<file path="config.mk">
export PLATFORM = sky130hd
export DESIGN_NAME = bus_read_arbiter_flat
export DESIGN_NICKNAME = d
export VERILOG_FILES = /design/src/rtl/bus_read_arbiter_if.sv /design/src/rtl/bus_read_arbiter.sv /design/src/flat_wrapper.sv
export SDC_FILE = /design/constraint.sdc
export NUM_CORES = 1
export LEC_CHECK = 0
export BUFFER_PORTS_ARGS = -buffer_cell sky130_fd_sc_hd__buf_2
export CAP_MARGIN = 0
export CORE_AREA = 2 2 67 69
export DETAILED_ROUTE_END_ITERATION = 16
export DIE_AREA = 0 0 69 71
export PLACE_DENSITY = 0.42
export SLEW_MARGIN = 20
export SYNTH_ARGS = -nofsm -noshare
export SYNTH_HDL_FRONTEND = slang
export SYNTH_SLANG_ARGS = --single-unit
export TNS_END_PERCENT = 1
</file>
<file path="constraint.sdc">
create_clock -name clk -period 3.3 [get_ports clk]
set_input_delay 0.66 -clock clk [delete_from_list [all_inputs] [get_ports clk]]
set_output_delay 0.66 -clock clk [all_outputs]
set_load 0.02 [all_outputs]
</file>
<file path="src/rtl/bus_read_arbiter_if.sv">
// Read-arbiter handshake bundle: master requests, shared AR/R handshakes,
// and the one-hot grant pair that steers the read mux.
interface bus_read_arbiter_if;
   logic m0_arvalid;
   logic m1_arvalid;
   logic arvalid;
   logic arready;
   logic rvalid;
   logic rready;
   logic rlast;
   logic m0_grnt;
   logic m1_grnt;
   logic busy;
   logic timeout_err;

   modport master (
      output m0_arvalid, m1_arvalid,
      output arvalid, arready,
      output rvalid, rready, rlast,
      input  m0_grnt, m1_grnt,
      input  busy, timeout_err
   );

   modport slave (
      input  m0_arvalid, m1_arvalid,
      input  arvalid, arready,
      input  rvalid, rready, rlast,
      output m0_grnt, m1_grnt,
      output busy, timeout_err
   );
endinterface

</file>
<file path="src/rtl/bus_read_arbiter.sv">
// Two-master read-channel arbiter: holds a one-hot grant from AR through
// the last R beat, with a watchdog that frees a hung transaction.
module bus_read_arbiter #(
   parameter bit          RR_EN   = 1'b1,
   parameter int unsigned TIMEOUT = 256,
   parameter int unsigned TO_W    = 16
) (
   input logic               clk,
   input logic               rst,
   bus_read_arbiter_if.slave bus
);

   typedef enum logic [1:0] {
      IDLE,
      ADDR,
      DATA
   } state_e;

   localparam bit            WD_EN   = (TIMEOUT != 0);
   localparam logic [TO_W-1:0] WD_LAST = TO_W'(TIMEOUT - 1);

   state_e          state_q, state_d;
   logic            m0_q, m0_d;
   logic            m1_q, m1_d;
   logic            busy_q, busy_d;
   logic            terr_q, terr_d;
   logic            last_q, last_d;
   logic [TO_W-1:0] wdog_q, wdog_d;

   logic any_req;
   logic pick_m1;
   logic ar_fire;
   logic r_done;
   logic wd_hit;
   logic fin;

   assign any_req = bus.m0_arvalid | bus.m1_arvalid;
   // last_q=1 means m1 owned last, so m0 takes a tie
   assign pick_m1 = bus.m1_arvalid
                  & (~bus.m0_arvalid | (RR_EN & ~last_q));
   assign ar_fire = bus.arvalid & bus.arready;
   assign r_done  = bus.rvalid & bus.rready & bus.rlast;
   assign wd_hit  = WD_EN && (wdog_q == WD_LAST);
   assign fin     = (state_q == DATA) && r_done;

   always_comb begin
      state_d = state_q;
      m0_d    = m0_q;
      m1_d    = m1_q;
      busy_d  = busy_q;
      terr_d  = 1'b0;
      last_d  = last_q;
      wdog_d  = wdog_q;
      unique case (1'b1)
         (state_q == IDLE): begin
            if (any_req) begin
               state_d = ADDR;
               m0_d    = ~pick_m1;
               m1_d    = pick_m1;
               busy_d  = 1'b1;
               wdog_d  = '0;
            end
         end
         (fin || wd_hit): begin
            // a completing last beat beats a same-cycle timeout
            state_d = IDLE;
            m0_d    = 1'b0;
            m1_d    = 1'b0;
            busy_d  = 1'b0;
            terr_d  = ~fin;
            last_d  = m1_q;
            wdog_d  = '0;
         end
         default: begin
            if (state_q == ADDR && ar_fire) begin
               state_d = DATA;
            end
            if (WD_EN) begin
               wdog_d = wdog_q + 1'b1;
            end
         end
      endcase
   end

   always_ff @(posedge clk) begin
      if (rst) begin
         state_q <= IDLE;
         m0_q    <= 1'b0;
         m1_q    <= 1'b0;
         busy_q  <= 1'b0;
         terr_q  <= 1'b0;
         last_q  <= 1'b1;
         wdog_q  <= '0;
      end else begin
         state_q <= state_d;
         m0_q    <= m0_d;
         m1_q    <= m1_d;
         busy_q  <= busy_d;
         terr_q  <= terr_d;
         last_q  <= last_d;
         wdog_q  <= wdog_d;
      end
   end

   assign bus.m0_grnt     = m0_q;
   assign bus.m1_grnt     = m1_q;
   assign bus.busy        = busy_q;
   assign bus.timeout_err = terr_q;

endmodule

</file>
<file path="src/flat_wrapper.sv">
// flat-port wrapper written by rule: the top's interface ports become plain ports
module bus_read_arbiter_flat 
#(
   parameter bit          RR_EN   = 1'b1,
   parameter int unsigned TIMEOUT = 256,
   parameter int unsigned TO_W    = 16
)
  (clk, rst, bus_m0_arvalid, bus_m1_arvalid, bus_arvalid, bus_arready, bus_rvalid, bus_rready, bus_rlast, bus_m0_grnt, bus_m1_grnt, bus_busy, bus_timeout_err);
  bus_read_arbiter_if bus_i ();
  input logic clk;
  input logic rst;
  input wire logic [$bits(bus_i.m0_arvalid)-1:0] bus_m0_arvalid;
  input wire logic [$bits(bus_i.m1_arvalid)-1:0] bus_m1_arvalid;
  input wire logic [$bits(bus_i.arvalid)-1:0] bus_arvalid;
  input wire logic [$bits(bus_i.arready)-1:0] bus_arready;
  input wire logic [$bits(bus_i.rvalid)-1:0] bus_rvalid;
  input wire logic [$bits(bus_i.rready)-1:0] bus_rready;
  input wire logic [$bits(bus_i.rlast)-1:0] bus_rlast;
  output wire logic [$bits(bus_i.m0_grnt)-1:0] bus_m0_grnt;
  output wire logic [$bits(bus_i.m1_grnt)-1:0] bus_m1_grnt;
  output wire logic [$bits(bus_i.busy)-1:0] bus_busy;
  output wire logic [$bits(bus_i.timeout_err)-1:0] bus_timeout_err;
  assign bus_i.m0_arvalid = bus_m0_arvalid;
  assign bus_i.m1_arvalid = bus_m1_arvalid;
  assign bus_i.arvalid = bus_arvalid;
  assign bus_i.arready = bus_arready;
  assign bus_i.rvalid = bus_rvalid;
  assign bus_i.rready = bus_rready;
  assign bus_i.rlast = bus_rlast;
  assign bus_m0_grnt = bus_i.m0_grnt;
  assign bus_m1_grnt = bus_i.m1_grnt;
  assign bus_busy = bus_i.busy;
  assign bus_timeout_err = bus_i.timeout_err;
  bus_read_arbiter #(.RR_EN(RR_EN), .TIMEOUT(TIMEOUT), .TO_W(TO_W)) u_core (.clk(clk), .rst(rst), .bus(bus_i));
endmodule
</file>
==> metrics.yaml <==
clock_network:
  cts-root-buf: "clkbuf_8"
  htree_num_levels: 1
  cts-buffers-inserted: 3
  post_cts_resized: 0
  clk_pin_slew_ns: 0.08
  cts_tree: "yes"
  cts.path.max_buffers: 2
  cts.sinks: 23
  clock_latency_ns: 0.27
  post_cts_buffers: 0
  ctsHoldBuffers: 0
floorplan:
  fp.dieW_um: 69
  die_y_um: 71
  die_area_um2: 4900
  coreArea_um2: 4200
  fp-row-count: 24
  start_util_pct: 28.6
  ios: 13
timing:
  slew_headroom_pct: 27.8
  skew_ns: 0.00129
  fin_crit_ns: 2.50
  grt_setup_unrepaired: "no"
  slew_viol_final: 0
  timing.fmax_mhz: 399
  worst_slew_pin_slew_ns: 1.07
  period_share_pct: 75.9
  hold_viol: 0
  finalSetupViolCount: 0
  tns_ns: 0
pwr:
  switching_power_uw: 146
  peakVddDrop_v: 0.000146
  combPwrFrac_pct: 12.4
  swShare_pct: 26.9
  seqPwrFrac_pct: 54.2
  power_density_nw_per_um2: 408
  p_int_uw: 397
  p_clk_share_pct: 33.3
  total_power_uw: 543
  p_leak_uw: 0.000456
yosys:
  ys_types: 42
  synth_area_um2: 1200
  dominantRegCellSynth: "dfxtp_1"
  netlist_instances: 141
  yosysTopAreaCell: "dfxtp_1"
  ys_seq_area_share_pct: 38.3
  synth_top_area_share_pct: 38.3
  yosys_warnings: 0
  synth_seq_cells: 23
  synthTopCellsByArea: "dfxtp_1 (38%), nor3_1 (4.2%), nand2_1 (3.8%)"
  synth_async_sr_flop_share_pct: 0
  syn_avg_cell_area_um2: 8.52
  syn-num-nets: 151
  synth_edf_count: 0
layout:
  antenna_cells: 0
  fin_nets: 159
  utilization_pct: 31.7
  drive_above_1_share_pct: 16.9
  area_growth_pct: 10.8
  final_cells: 200
global_routing:
  grt_overflow_total: 0
  grt_use_total_pct: 12.3
  grt_max_degree: 18
  antenna_found_initial: 0
  grt_pass1_wl_mm: 4.91
  first_global_vias: 1064
route:
  drc: 0
  drt_pre_antenna_iters: 4
  vias: 1103
  viasPerCell: 5.52
  post_drt_wl_per_cell_um: 14.0
  final_antenna_net_count: 0
  wirelength_mm: 2.81
  drt_iter0_markers: 44
setup_path:
  cp_top_family: "simple AND/OR/NAND/NOR gates"
  cp_data_required_time_ns: 3.47
  path_cells: "ha_1, nand3_1, nor4_2, o311ai_0, o21a_1"
  critical_path_class: "register to register"
  critPathCaptureType: "register"
  cp_max_fo: 13
  cp.buffers_inverters: 0
  cpMaxStageDelayCell: "nor4_2"
  slowest_delay_ns: 1.03
  cp.arrival_ns: 2.67
  startpoint_type: "register"
  r2r_slack_ns: 0.80
placed_design:
  gp_congestion: 0.850
  dp_hpwl_mm: 1.98
  portBuffers: 12
  placed_cells: 196
run:
  maxCapViolations: 0
worst_hold_path:
  hold_class: "register to register"
run_status:
  outcome: "complete, no violations"
area by class of cell:
type                       instances  area [um^2]
clock buffer                       4         45.0
inverter                           5         18.8
timing repair buffer              13         67.6
sequential                        23          460
fill                             472         2870
tap                               52         65.1
multi-input combinational        103          674
stage by stage:
stage               cell area, um^2  hold WS [ns]  setup WS (ns)
floorplan                      1200         0.467           1.38
global placement               1290         0.466          0.912
detailed placement             1290         0.479          0.795
CTS                            1330         0.491          0.774
global route                   1330         0.521          0.638
finish                         1330         0.488          0.795
synthesized netlist by cell type (all sizes together) (5+ instances only):
library cell and instances:
or4 6, nand2 12, nand3 5, inv 5
a31oi 5, nor3 10, clkbuf 6, a21oi 6
nand4 7, nor2 7, dfxtp 23
power by group through the flow:
stage	registers (uW)	logic (uW)	clock network [uW]
finish	295	67.6	181
global route	296	76.3	199
CTS	295	68.4	188
detailed placement	301	68.1	0
global placement	301	67.6	0
floorplan	302	44.4	0
cells in the final DEF (no fill, tap or decap), types with 3 or more instances in the layout:
cell / count
o31ai_1: 4
a31oi_1: 5
a21o_1: 3
nand2_1: 12
buf_2: 12
inv_1: 5
nor2_1: 7
a21oi_1: 5
nand4_1: 7
dfxtp_1: 23
or4_1: 3
or3_1: 3
clkbuf_8: 3
nand3_1: 5
nor3_1: 10
or4_4: 3
routing by layer:
metal,global-route usage (%),up-vias,wire length (um)
li1,-,551,-
met1,16.4,522,1400
met2,18.8,25,1230
met3,2.71,5,125
met4,6.10,0,55
met5,0,-,0
state kept, by name, summed over array words and instances, names as in the netlist:
name	count
u_core.state_q	2
u_core.bus.m1_grnt	1
u_core.bus.timeout_err	1
u_core.last_q	1
u_core.bus.m0_grnt	1
u_core.wdog_q	16
u_core.bus.busy	1
path summary, 6_finish.rpt:
path / start / to / cells after the start
worst max-delay path: u_core.wdog_q[0]$_SDFFE_PP0P_ / u_core.wdog_q[12]$_SDFFE_PP0P_ / 5
worst min-delay path: u_core.bus.m0_grnt$_SDFFE_PP0P_ / u_core.bus.m0_grnt$_SDFFE_PP0P_ / 2
worst max register to register: u_core.wdog_q[0]$_SDFFE_PP0P_ / u_core.wdog_q[12]$_SDFFE_PP0P_ / 5
worst min register to register: u_core.bus.m0_grnt$_SDFFE_PP0P_ / u_core.bus.m0_grnt$_SDFFE_PP0P_ / 2
worst min-delay path, delay by kind of cell (launching register included):
kind | cells | cell delay [ns]
compound gates | 1 | 0.08
flops | 1 | 0.31
buf+inv | 1 | 0.05
cell families (layout without fill, tap and decap cells):
family | after synthesis | after routing | synth area share, %
compound gates | 34 | 34 | 20.8
buf+inv | 15 | 22 | 5.52
fa+ha+maj | 1 | 1 | 1.04
flops | 23 | 23 | 38.3
simple gates | 65 | 65 | 32.1
xor+xnor | 3 | 3 | 2.19
Power figures use the tool's default switching activity.
